<file path="src/rtl/alu_seq_if.sv">
// alu_seq_if
// Bundles the request, ALU-control and result signals of the alu_seq
// micro-sequencer.
//   slave  : sequencer side (accepts requests, drives ALU controls, returns result)
//   master : environment side (issues requests, models the ALU, consumes result)
// Signals:
//   req_valid/req_ready/req_fn/req_a/req_b : request handshake and operands
//   alu_op/alu_la/alu_lb/alu_fn/alu_ci/alu_l/alu_h/alu_res_oe : ALU controls
//   alu_result/alu_zero/alu_carry : ALU outputs sampled by the sequencer
//   res_valid/res_data/flags : one-cycle result pulse, result byte, {Z,N,H,C,0000}
interface alu_seq_if;
    logic       req_valid;
    logic       req_ready;
    logic [2:0] req_fn;
    logic [7:0] req_a;
    logic [7:0] req_b;

    logic [7:0] alu_op;
    logic       alu_la;
    logic       alu_lb;
    logic [3:0] alu_fn;
    logic       alu_ci;
    logic       alu_l;
    logic       alu_h;
    logic       alu_res_oe;
    logic [7:0] alu_result;
    logic       alu_zero;
    logic       alu_carry;

    logic       res_valid;
    logic [7:0] res_data;
    logic [7:0] flags;

    modport slave (
        input  req_valid, req_fn, req_a, req_b,
        input  alu_result, alu_zero, alu_carry,
        output req_ready,
        output alu_op, alu_la, alu_lb, alu_fn, alu_ci, alu_l, alu_h, alu_res_oe,
        output res_valid, res_data, flags
    );

    modport master (
        output req_valid, req_fn, req_a, req_b,
        output alu_result, alu_zero, alu_carry,
        input  req_ready,
        input  alu_op, alu_la, alu_lb, alu_fn, alu_ci, alu_l, alu_h, alu_res_oe,
        input  res_valid, res_data, flags
    );
endinterface

</file>
<file path="src/rtl/alu_seq.sv">
// alu_seq
// Micro-sequencer in front of the 8-bit nibble-serial ALU. Accepts one
// request (ADD, ADC, SUB, SBC, AND, XOR, OR, CP), walks the ALU through
// load-A, low-nibble and high-nibble cycles, and returns the result byte
// with Game Boy style flags {Z,N,H,C,4'b0} on a one-cycle res_valid pulse.
// Ports:
//   clk   : clock
//   reset : asynchronous, active-high reset
//   bus   : alu_seq_if.slave (request handshake, ALU controls, result)
// Configuration macro:
//   ALU_SEQ_CARRY_OPS_EN : when defined, ADC/SBC consume the stored C flag;
//                          when undefined, ADC == ADD and SBC == SUB.
module alu_seq (
    input  logic      clk,
    input  logic      reset,
    alu_seq_if.slave  bus
);

    localparam logic [1:0] ST_IDLE = 2'd0;
    localparam logic [1:0] ST_LDA  = 2'd1;
    localparam logic [1:0] ST_LO   = 2'd2;
    localparam logic [1:0] ST_HI   = 2'd3;

    localparam logic [2:0] FN_ADD = 3'd0;
    localparam logic [2:0] FN_ADC = 3'd1;
    localparam logic [2:0] FN_SUB = 3'd2;
    localparam logic [2:0] FN_SBC = 3'd3;
    localparam logic [2:0] FN_AND = 3'd4;
    localparam logic [2:0] FN_XOR = 3'd5;
    localparam logic [2:0] FN_OR  = 3'd6;
    localparam logic [2:0] FN_CP  = 3'd7;

    logic [1:0] state;
    logic [2:0] fn_q;
    logic [7:0] a_q;
    logic [7:0] b_q;
    logic       half_q;

    logic       res_valid_q;
    logic [7:0] res_data_q;
    logic [7:0] flags_q;

    logic [3:0] fn_sel;
    logic       ci_sel;
    logic       is_add;
    logic       is_sub;
    logic       h_next;
    logic       c_next;

    // Operation class: add-type and subtract-type ops share flag rules.
    assign is_add = (fn_q == FN_ADD) || (fn_q == FN_ADC);
    assign is_sub = (fn_q == FN_SUB) || (fn_q == FN_SBC) || (fn_q == FN_CP);

    // ALU function encoding {r,s,v,ne} and carry-in for the low nibble.
    // The stored C flag can only change at the end of HI, so reading it
    // during LO yields the value that was current at accept time.
    always_comb begin
        fn_sel = 4'b0000;
        ci_sel = 1'b0;
        case (fn_q)
            FN_AND: fn_sel = 4'b0100;
            FN_OR:  fn_sel = 4'b0010;
            FN_XOR: fn_sel = 4'b1000;
            FN_ADD: ci_sel = 1'b0;
            FN_ADC: begin
`ifdef ALU_SEQ_CARRY_OPS_EN
                ci_sel = flags_q[4];
`else
                ci_sel = 1'b0;
`endif
            end
            FN_SUB, FN_CP: begin
                fn_sel = 4'b0001;
                ci_sel = 1'b1;
            end
            FN_SBC: begin
                fn_sel = 4'b0001;
`ifdef ALU_SEQ_CARRY_OPS_EN
                ci_sel = ~flags_q[4];
`else
                ci_sel = 1'b1;
`endif
            end
            default: begin
                fn_sel = 4'b0000;
                ci_sel = 1'b0;
            end
        endcase
    end

    // Half-carry and carry flags: subtraction reports borrow, which is the
    // inverse of the ALU's carry-out; AND forces H=1 as on the Game Boy.
    always_comb begin
        h_next = 1'b0;
        c_next = 1'b0;
        if (is_add) begin
            h_next = half_q;
            c_next = bus.alu_carry;
        end else if (is_sub) begin
            h_next = ~half_q;
            c_next = ~bus.alu_carry;
        end else if (fn_q == FN_AND) begin
            h_next = 1'b1;
        end
    end

    // Sequencer state, operand latches and registered result/flags.
    always_ff @(posedge clk or posedge reset) begin
        if (reset) begin
            state       <= ST_IDLE;
            fn_q        <= 3'd0;
            a_q         <= 8'h00;
            b_q         <= 8'h00;
            half_q      <= 1'b0;
            res_valid_q <= 1'b0;
            res_data_q  <= 8'h00;
            flags_q     <= 8'h00;
        end else begin
            res_valid_q <= 1'b0;
            case (state)
                ST_IDLE: begin
                    if (bus.req_valid) begin
                        fn_q  <= bus.req_fn;
                        a_q   <= bus.req_a;
                        b_q   <= bus.req_b;
                        state <= ST_LDA;
                    end
                end
                ST_LDA: begin
                    state <= ST_LO;
                end
                ST_LO: begin
                    half_q <= bus.alu_carry;
                    state  <= ST_HI;
                end
                ST_HI: begin
                    res_valid_q <= 1'b1;
                    // CP only compares: the flags come from A-B but A is returned.
                    res_data_q  <= (fn_q == FN_CP) ? a_q : bus.alu_result;
                    flags_q     <= {bus.alu_zero, is_sub, h_next, c_next, 4'b0000};
                    state       <= ST_IDLE;
                end
                default: begin
                    state <= ST_IDLE;
                end
            endcase
        end
    end

    // ALU control lines decoded from the current phase; all zero in IDLE.
    always_comb begin
        bus.alu_op     = 8'h00;
        bus.alu_la     = 1'b0;
        bus.alu_lb     = 1'b0;
        bus.alu_fn     = 4'b0000;
        bus.alu_ci     = 1'b0;
        bus.alu_l      = 1'b0;
        bus.alu_h      = 1'b0;
        bus.alu_res_oe = 1'b0;
        case (state)
            ST_LDA: begin
                bus.alu_op = a_q;
                bus.alu_la = 1'b1;
            end
            ST_LO: begin
                bus.alu_op = b_q;
                bus.alu_lb = 1'b1;
                bus.alu_l  = 1'b1;
                bus.alu_fn = fn_sel;
                bus.alu_ci = ci_sel;
            end
            ST_HI: begin
                bus.alu_h      = 1'b1;
                bus.alu_res_oe = 1'b1;
                bus.alu_fn     = fn_sel;
            end
            default: begin
                bus.alu_op = 8'h00;
            end
        endcase
    end

    assign bus.req_ready = (state == ST_IDLE);
    assign bus.res_valid = res_valid_q;
    assign bus.res_data  = res_data_q;
    assign bus.flags     = flags_q;

endmodule

</file>
<file path="src/flat_wrapper.sv">
// flat-port wrapper written by rule: the top's interface ports become plain ports
module alu_seq_flat 
  (clk, reset, bus_req_valid, bus_req_fn, bus_req_a, bus_req_b, bus_alu_result, bus_alu_zero, bus_alu_carry, bus_req_ready, bus_alu_op, bus_alu_la, bus_alu_lb, bus_alu_fn, bus_alu_ci, bus_alu_l, bus_alu_h, bus_alu_res_oe, bus_res_valid, bus_res_data, bus_flags);
  alu_seq_if bus_i ();
  input  logic clk;
  input  logic reset;
  input wire logic [$bits(bus_i.req_valid)-1:0] bus_req_valid;
  input wire logic [$bits(bus_i.req_fn)-1:0] bus_req_fn;
  input wire logic [$bits(bus_i.req_a)-1:0] bus_req_a;
  input wire logic [$bits(bus_i.req_b)-1:0] bus_req_b;
  input wire logic [$bits(bus_i.alu_result)-1:0] bus_alu_result;
  input wire logic [$bits(bus_i.alu_zero)-1:0] bus_alu_zero;
  input wire logic [$bits(bus_i.alu_carry)-1:0] bus_alu_carry;
  output wire logic [$bits(bus_i.req_ready)-1:0] bus_req_ready;
  output wire logic [$bits(bus_i.alu_op)-1:0] bus_alu_op;
  output wire logic [$bits(bus_i.alu_la)-1:0] bus_alu_la;
  output wire logic [$bits(bus_i.alu_lb)-1:0] bus_alu_lb;
  output wire logic [$bits(bus_i.alu_fn)-1:0] bus_alu_fn;
  output wire logic [$bits(bus_i.alu_ci)-1:0] bus_alu_ci;
  output wire logic [$bits(bus_i.alu_l)-1:0] bus_alu_l;
  output wire logic [$bits(bus_i.alu_h)-1:0] bus_alu_h;
  output wire logic [$bits(bus_i.alu_res_oe)-1:0] bus_alu_res_oe;
  output wire logic [$bits(bus_i.res_valid)-1:0] bus_res_valid;
  output wire logic [$bits(bus_i.res_data)-1:0] bus_res_data;
  output wire logic [$bits(bus_i.flags)-1:0] bus_flags;
  assign bus_i.req_valid = bus_req_valid;
  assign bus_i.req_fn = bus_req_fn;
  assign bus_i.req_a = bus_req_a;
  assign bus_i.req_b = bus_req_b;
  assign bus_i.alu_result = bus_alu_result;
  assign bus_i.alu_zero = bus_alu_zero;
  assign bus_i.alu_carry = bus_alu_carry;
  assign bus_req_ready = bus_i.req_ready;
  assign bus_alu_op = bus_i.alu_op;
  assign bus_alu_la = bus_i.alu_la;
  assign bus_alu_lb = bus_i.alu_lb;
  assign bus_alu_fn = bus_i.alu_fn;
  assign bus_alu_ci = bus_i.alu_ci;
  assign bus_alu_l = bus_i.alu_l;
  assign bus_alu_h = bus_i.alu_h;
  assign bus_alu_res_oe = bus_i.alu_res_oe;
  assign bus_res_valid = bus_i.res_valid;
  assign bus_res_data = bus_i.res_data;
  assign bus_flags = bus_i.flags;
  alu_seq u_core (.clk(clk), .reset(reset), .bus(bus_i));
endmodule
</file>
<file path="config.mk">
export PLATFORM = sky130hd
export DESIGN_NAME = alu_seq_flat
export DESIGN_NICKNAME = d
export VERILOG_FILES = /design/src/rtl/alu_seq_if.sv /design/src/rtl/alu_seq.sv /design/src/flat_wrapper.sv
export SDC_FILE = /design/constraint.sdc
export NUM_CORES = 1
export LEC_CHECK = 0
export CELL_PAD_IN_SITES_DETAIL_PLACEMENT = 0
export CELL_PAD_IN_SITES_GLOBAL_PLACEMENT = 2
export CORE_ASPECT_RATIO = 2
export CORE_MARGIN = 2
export CORE_UTILIZATION = 28
export DETAILED_ROUTE_END_ITERATION = 10
export GPL_TIMING_DRIVEN = 0
export PLACE_DENSITY = 0.82
export SETUP_SLACK_MARGIN = 0.02
export SYNTH_ARGS = -nofsm -noshare
export SYNTH_HDL_FRONTEND = slang
export SYNTH_SLANG_ARGS = --single-unit
</file>
<file path="constraint.sdc">
create_clock -name clk -period 2.9 [get_ports clk]
set_input_delay 0.87 -clock clk [delete_from_list [all_inputs] [get_ports clk]]
set_output_delay 0.87 -clock clk [all_outputs]
set_load 0.05 [all_outputs]
</file>
* After elaboration in Yosys (flattened, before gate mapping)
Cells that the tools add are included.
Cells by class: equal/unequal tests 11, reduce and logical (&&, ||, !) cells 8, mux-type cells 16, bitwise logic cells 2
Operators by type and width (count):
- one-hot mux 4 bit (4 select lines) | 1
- one-hot mux 8 bit (2 select lines) | 1
- equality test 3 bit (second input constant) | 4
- two-way mux 1 bit | 10
- two-way mux 8 bit | 1
- one-hot mux 2 bit (4 select lines) | 1
- equality test 3 x 2 -> 1 bit (second input constant) | 2
- equality test 2 bit (second input constant) | 2
- two-way mux 4 bit | 1
- equality test 3 x 1 -> 1 bit (second input constant) | 1
- zero test 3 bit | 1
- logical OR 1 bit | 3
- OR reduction 3 bit | 1
- equality test 2 x 1 -> 1 bit (second input constant) | 1
- zero test 2 bit | 1
- two-way mux 2 bit | 1
- inequality test 2 bit (second input constant) | 1
- inverter 1 bit | 2
- AND reduction 2 bit | 1
- OR reduction 2 bit | 1
Storage, ports and cells: register bits 35, word-level logic and storage cells 45

* Depth between registers and ports, before layout
Gate-level depths: netlist of run 1.
word-level depth 5, gate-level depth with buffers 5, depth with buffers taken out 5

* Least setup slack after synthesis of run 1
OpenSTA, ideal clock, no wires.
path type register -> output, start point register u_core.state[0], end point output port bus_alu_fn[3], cell stages (with the launch flop) 6, arrival time 2.609 ns, data required time 2.030 ns, slack -0.579 ns, path buffers 1, cells stage by stage dfrtp_1 -> inv_1 -> ha_1 -> buf_4 -> o21ai_0 -> nor3b_1
On the way: longest elaborated chain between the ends 3, elaborated cells between the ends (all ways) 4, those cells by class 2 x eq/ne; 1 x mux; 1 x reduce/logical
RTL lines:
- start, declared | line alu_seq.sv:33 | logic [1:0] state;
- start signal, assigned | line alu_seq.sv:110 | state <= ST_IDLE;
- start signal, assigned | line alu_seq.sv:126 | state <= ST_LDA;
- start signal, assigned | line alu_seq.sv:130 | state <= ST_LO;
- equality test 2 bit | line alu_seq.sv:160 | case (state)
- OR reduction 2 bit (no line) (*)
- two-way mux 4 bit (*) | line alu_seq.sv:160
- end, declared | line flat_wrapper.sv:18 | output wire logic [$bits(bus_i.alu_fn)-1:0] bus_alu_fn;
Every way passes the cells marked *; elsewhere a longest branch is shown, timed or not.

* Worst setup path in the final report of run 1
start point register u_core.state[0], end point output port bus_req_ready
On the way: longest elaborated chain between the ends 1
RTL lines:
- zero test 2 bit | line alu_seq.sv:183 | assign bus.req_ready = (state == ST_IDLE);
- end, declared | line flat_wrapper.sv:14 | output wire logic [$bits(bus_i.req_ready)-1:0] bus_req_ready;
No other way between the ends.

==> results_dict.tcl, run 1 <==
set metrics [dict create \
    critPathBufInv 2 \
    grt_pass1_wl_um 7040 \
    syn_area_um2 1750 \
    antenna_left 0 \
    critPathKind "flop to primary output" \
    synth_cell_type_count 27 \
    diodes 0 \
    gp_congestion 0.735 \
    drv_cap 0 \
    holdWs_ns 0.504 \
    p_sw_uw 1720 \
    final_area_um2 2630 \
    postPlaceCellArea_um2 2520 \
    num-fill-cells 618 \
    cts_sinks 35 \
    max_freq_mhz 363 \
    finalCritPeriodShare_pct 95.0 \
    critical-path-max-stage-delay_ns 0.83 \
    cp.required_ns 2.03 \
    synth_seq_cells 35 \
    worst_pin_slew_ns 0.742 \
    cp-start-kind "flop" \
    drt_wl_total_um 4390 \
    clkPwrFrac_pct 14.3 \
    multi_input_area_um2 827 \
    slew_headroom_pct 50.5 \
    p_comb_share_pct 60.3 \
    vias_per_cell 4.70 \
    rsz0062_at_grt "false" \
    powerDensity_nw_per_um2 1390 \
    dpl.hpwl_um 3390 \
    skew_ns 0.00277 \
    yosys-top-cells-area "dfrtp_1 (50%), mux2_4 (8.6%), mux2_2 (7.7%), nand2_1 (3.7%), a31oi_1 (3.6%)" \
    start_util_pct 29.1 \
    finalCriticalPeriod_ns 2.75 \
    postSynthCellCount 154 \
    io_pins 68 \
    drc 0 \
    num_rows 40 \
    core_area_um2 6010 \
    clk_pin_slew_ns 0.05 \
    instances_no_fill 290 \
    clk_latency_ns 0.27 \
    setup_viol_count_final 0 \
    cts_tree "yes" \
    overflow 0 \
    grt_usage_pct 14.0 \
    cts_buffer_depth 2 \
    antenna_found_initial 0 \
    cts_inserted_buffers 5 \
    internal_power_uw 1930 \
    status "complete, no violations" \
    clock-root-buffer "clkbuf_16" \
    grt_max_degree 36 \
    die_h_um 116 \
    seqCellArea_um2 876 \
    drv_slew 0 \
    grt_pass1_vias 1433 \
    postCtsHoldBufs 0 \
    final_cell_mix "clkdlybuf4s50_1 (48), dfrtp_1 (35), nand2_1 (17)" \
    synthToLayoutAreaGrowth_pct 50.8 \
    hold_viol 0 \
    port_buffers 63 \
    drive_gt1_share_pct 31.3 \
    mostFrequentLayoutCell "clkdlybuf4s50_1" \
    fin_setup_tns_ns 0 \
    final_net_count 264 \
    cellLeakagePower_uw 0.00122 \
    synth_top_area_share_pct 50.2 \
    post_cts_resized 45 \
    drt_iter0_drc 19 \
    post-place-cells 283 \
    yosysSeqAreaShare_pct 50.2 \
    vdd_drop_max_mv 0.547 \
    htreeDepth 2 \
    yosys.area.top_type "dfrtp_1" \
    wl_per_cell_um 15.1 \
    cp_data_arrival_time_ns 1.88 \
    crit_path_max_fanout 4 \
    seqPwrFrac_pct 25.4 \
    critPathTopFamily "buffers and inverters" \
    ys.warnings.count 0 \
    critPathCaptureType "primary output" \
    finalPower_uw 3660 \
    crit_slowest_cell "clkdlybuf4s50_1" \
    synth_area_per_cell_um2 11.3 \
    vias 1364 \
    crit_path_cell_trace "inv_1, ha_1, clkdlybuf4s50_1" \
    hp-class "flop to flop" \
    drt_pre_antenna_iters 4 \
    die_w_um 59.8 \
    cts_setup_buffers 0 \
    die_area_um2 6920 \
    switching_share_pct 47.1 \
]
==> flip-flops by register name, summed over array words and instances (netlist names) <==
name,count
u_core.bus.res_data,8
u_core.b_q,8
u_core.bus.res_valid,1
u_core.half_q,1
u_core.a_q,8
u_core.fn_q,3
u_core.bus.flags,4
u_core.state,2
==> cell type report <==
class | instances | share of cell area (%)
sequential | 35 | 33.3
multi-input combinational | 104 | 31.4
timing repair buffer | 63 | 22.4
clock buffer | 6 | 5.28
buffer | 14 | 3.80
tap | 63 | 3.00
inverter | 4 | 0.571
clock inverter | 1 | 0.190
==> kinds of logic (layout without fill, tap and decap cells) <==
| group | count (synthesis) | in the layout | share of synthesized area (%) |
|---|---|---|---|
| muxes | 22 | 22 | 16.3 |
| adders and majority gates | 5 | 5 | 3.58 |
| and+or+nand+nor | 50 | 50 | 14.3 |
| AOI/OAI and AO/OA | 23 | 23 | 8.89 |
| buffers and inverters | 18 | 88 | 6.52 |
| other | 1 | 4 | 0.215 |
| DFF | 35 | 35 | 50.2 |
==> Yosys cell counts <==
| cell type | count |
|---|---|
| dfrtp_1 | 35 |
| nand2_1 | 17 |
| mux2_2 | 12 |
| nor2_1 | 11 |
| a31oi_1 | 10 |
| mux2_4 | 10 |
| a22oi_1 | 8 |
| nor2b_1 | 8 |
| buf_4 | 7 |
| ha_1 | 5 |
| buf_2 | 4 |
| inv_1 | 4 |
| and3_1 | 2 |
| buf_6 | 2 |
| nand2b_1 | 2 |
| nand3_1 | 2 |
| nand3b_1 | 2 |
| nor3_1 | 2 |
| nor3b_1 | 2 |
| o21ai_0 | 2 |
| a21o_1 | 1 |
| a21oi_1 | 1 |
| and2b_1 | 1 |
| clkbuf_1 | 1 |
| conb_1 | 1 |
| nand2_4 | 1 |
| o211a_1 | 1 |
==> stage by stage <==
step	util [%]	worst slack (ns)
final	43.8	0.146
after detailed placement	42.0	-0.414
after floorplan	-	0.0367
after global routing	43.8	0.0248
after global placement	42.0	-0.426
after CTS	44.5	0.0208
==> routing by layer <==
| layer | GRT usage, % | up-vias | wire length [µm] |
|---|---|---|---|
| met5 | 0 | - | 0 |
| met4 | 6.67 | 0 | 92 |
| met3 | 2.90 | 5 | 188 |
| met2 | 25.1 | 36 | 2510 |
| met1 | 14.8 | 656 | 1590 |
| li1 | - | 667 | - |
==> final timing paths <==
path / start / endpoint / slack (ns) / cells past startpoint
max in group asynchronous: reset / u_core.bus.flags[6] / 1.37 / 2
min in group asynchronous: reset / u_core.bus.res_data[3] / 1.05 / 2
min reg2reg: u_core.bus.flags[7] / u_core.bus.flags[7] / 0.50 / 1
max reg2reg: u_core.state[0] / u_core.a_q[6] / 1.36 / 5
max: u_core.state[0] / bus_req_ready / 0.15 / 3
min: u_core.bus.flags[7] / u_core.bus.flags[7] / 0.50 / 1
==> power by group through the flow <==
stage	combinational, µW	clock [µW]	sequential [µW]
after CTS	2270	536	927
after global routing	2360	553	965
after detailed placement	2290	0	933
after floorplan	1360	0	1190
after global placement	2280	0	927
final	2210	522	929
Note: power is estimated with default switching activity, not from simulation.
==> run 2, diff against run 1 <==
--- a/config.mk
+++ b/config.mk
@@ -10,6 +10,7 @@
 export CORE_ASPECT_RATIO = 2
 export CORE_MARGIN = 2
 export CORE_UTILIZATION = 28
+export CTS_CLUSTER_SIZE = 30
 export DETAILED_ROUTE_END_ITERATION = 10
 export GPL_TIMING_DRIVEN = 0
 export PLACE_DENSITY = 0.82
==> results of run 2 <==
No change in the layout: final DEF, timing and power equal those of run 1.
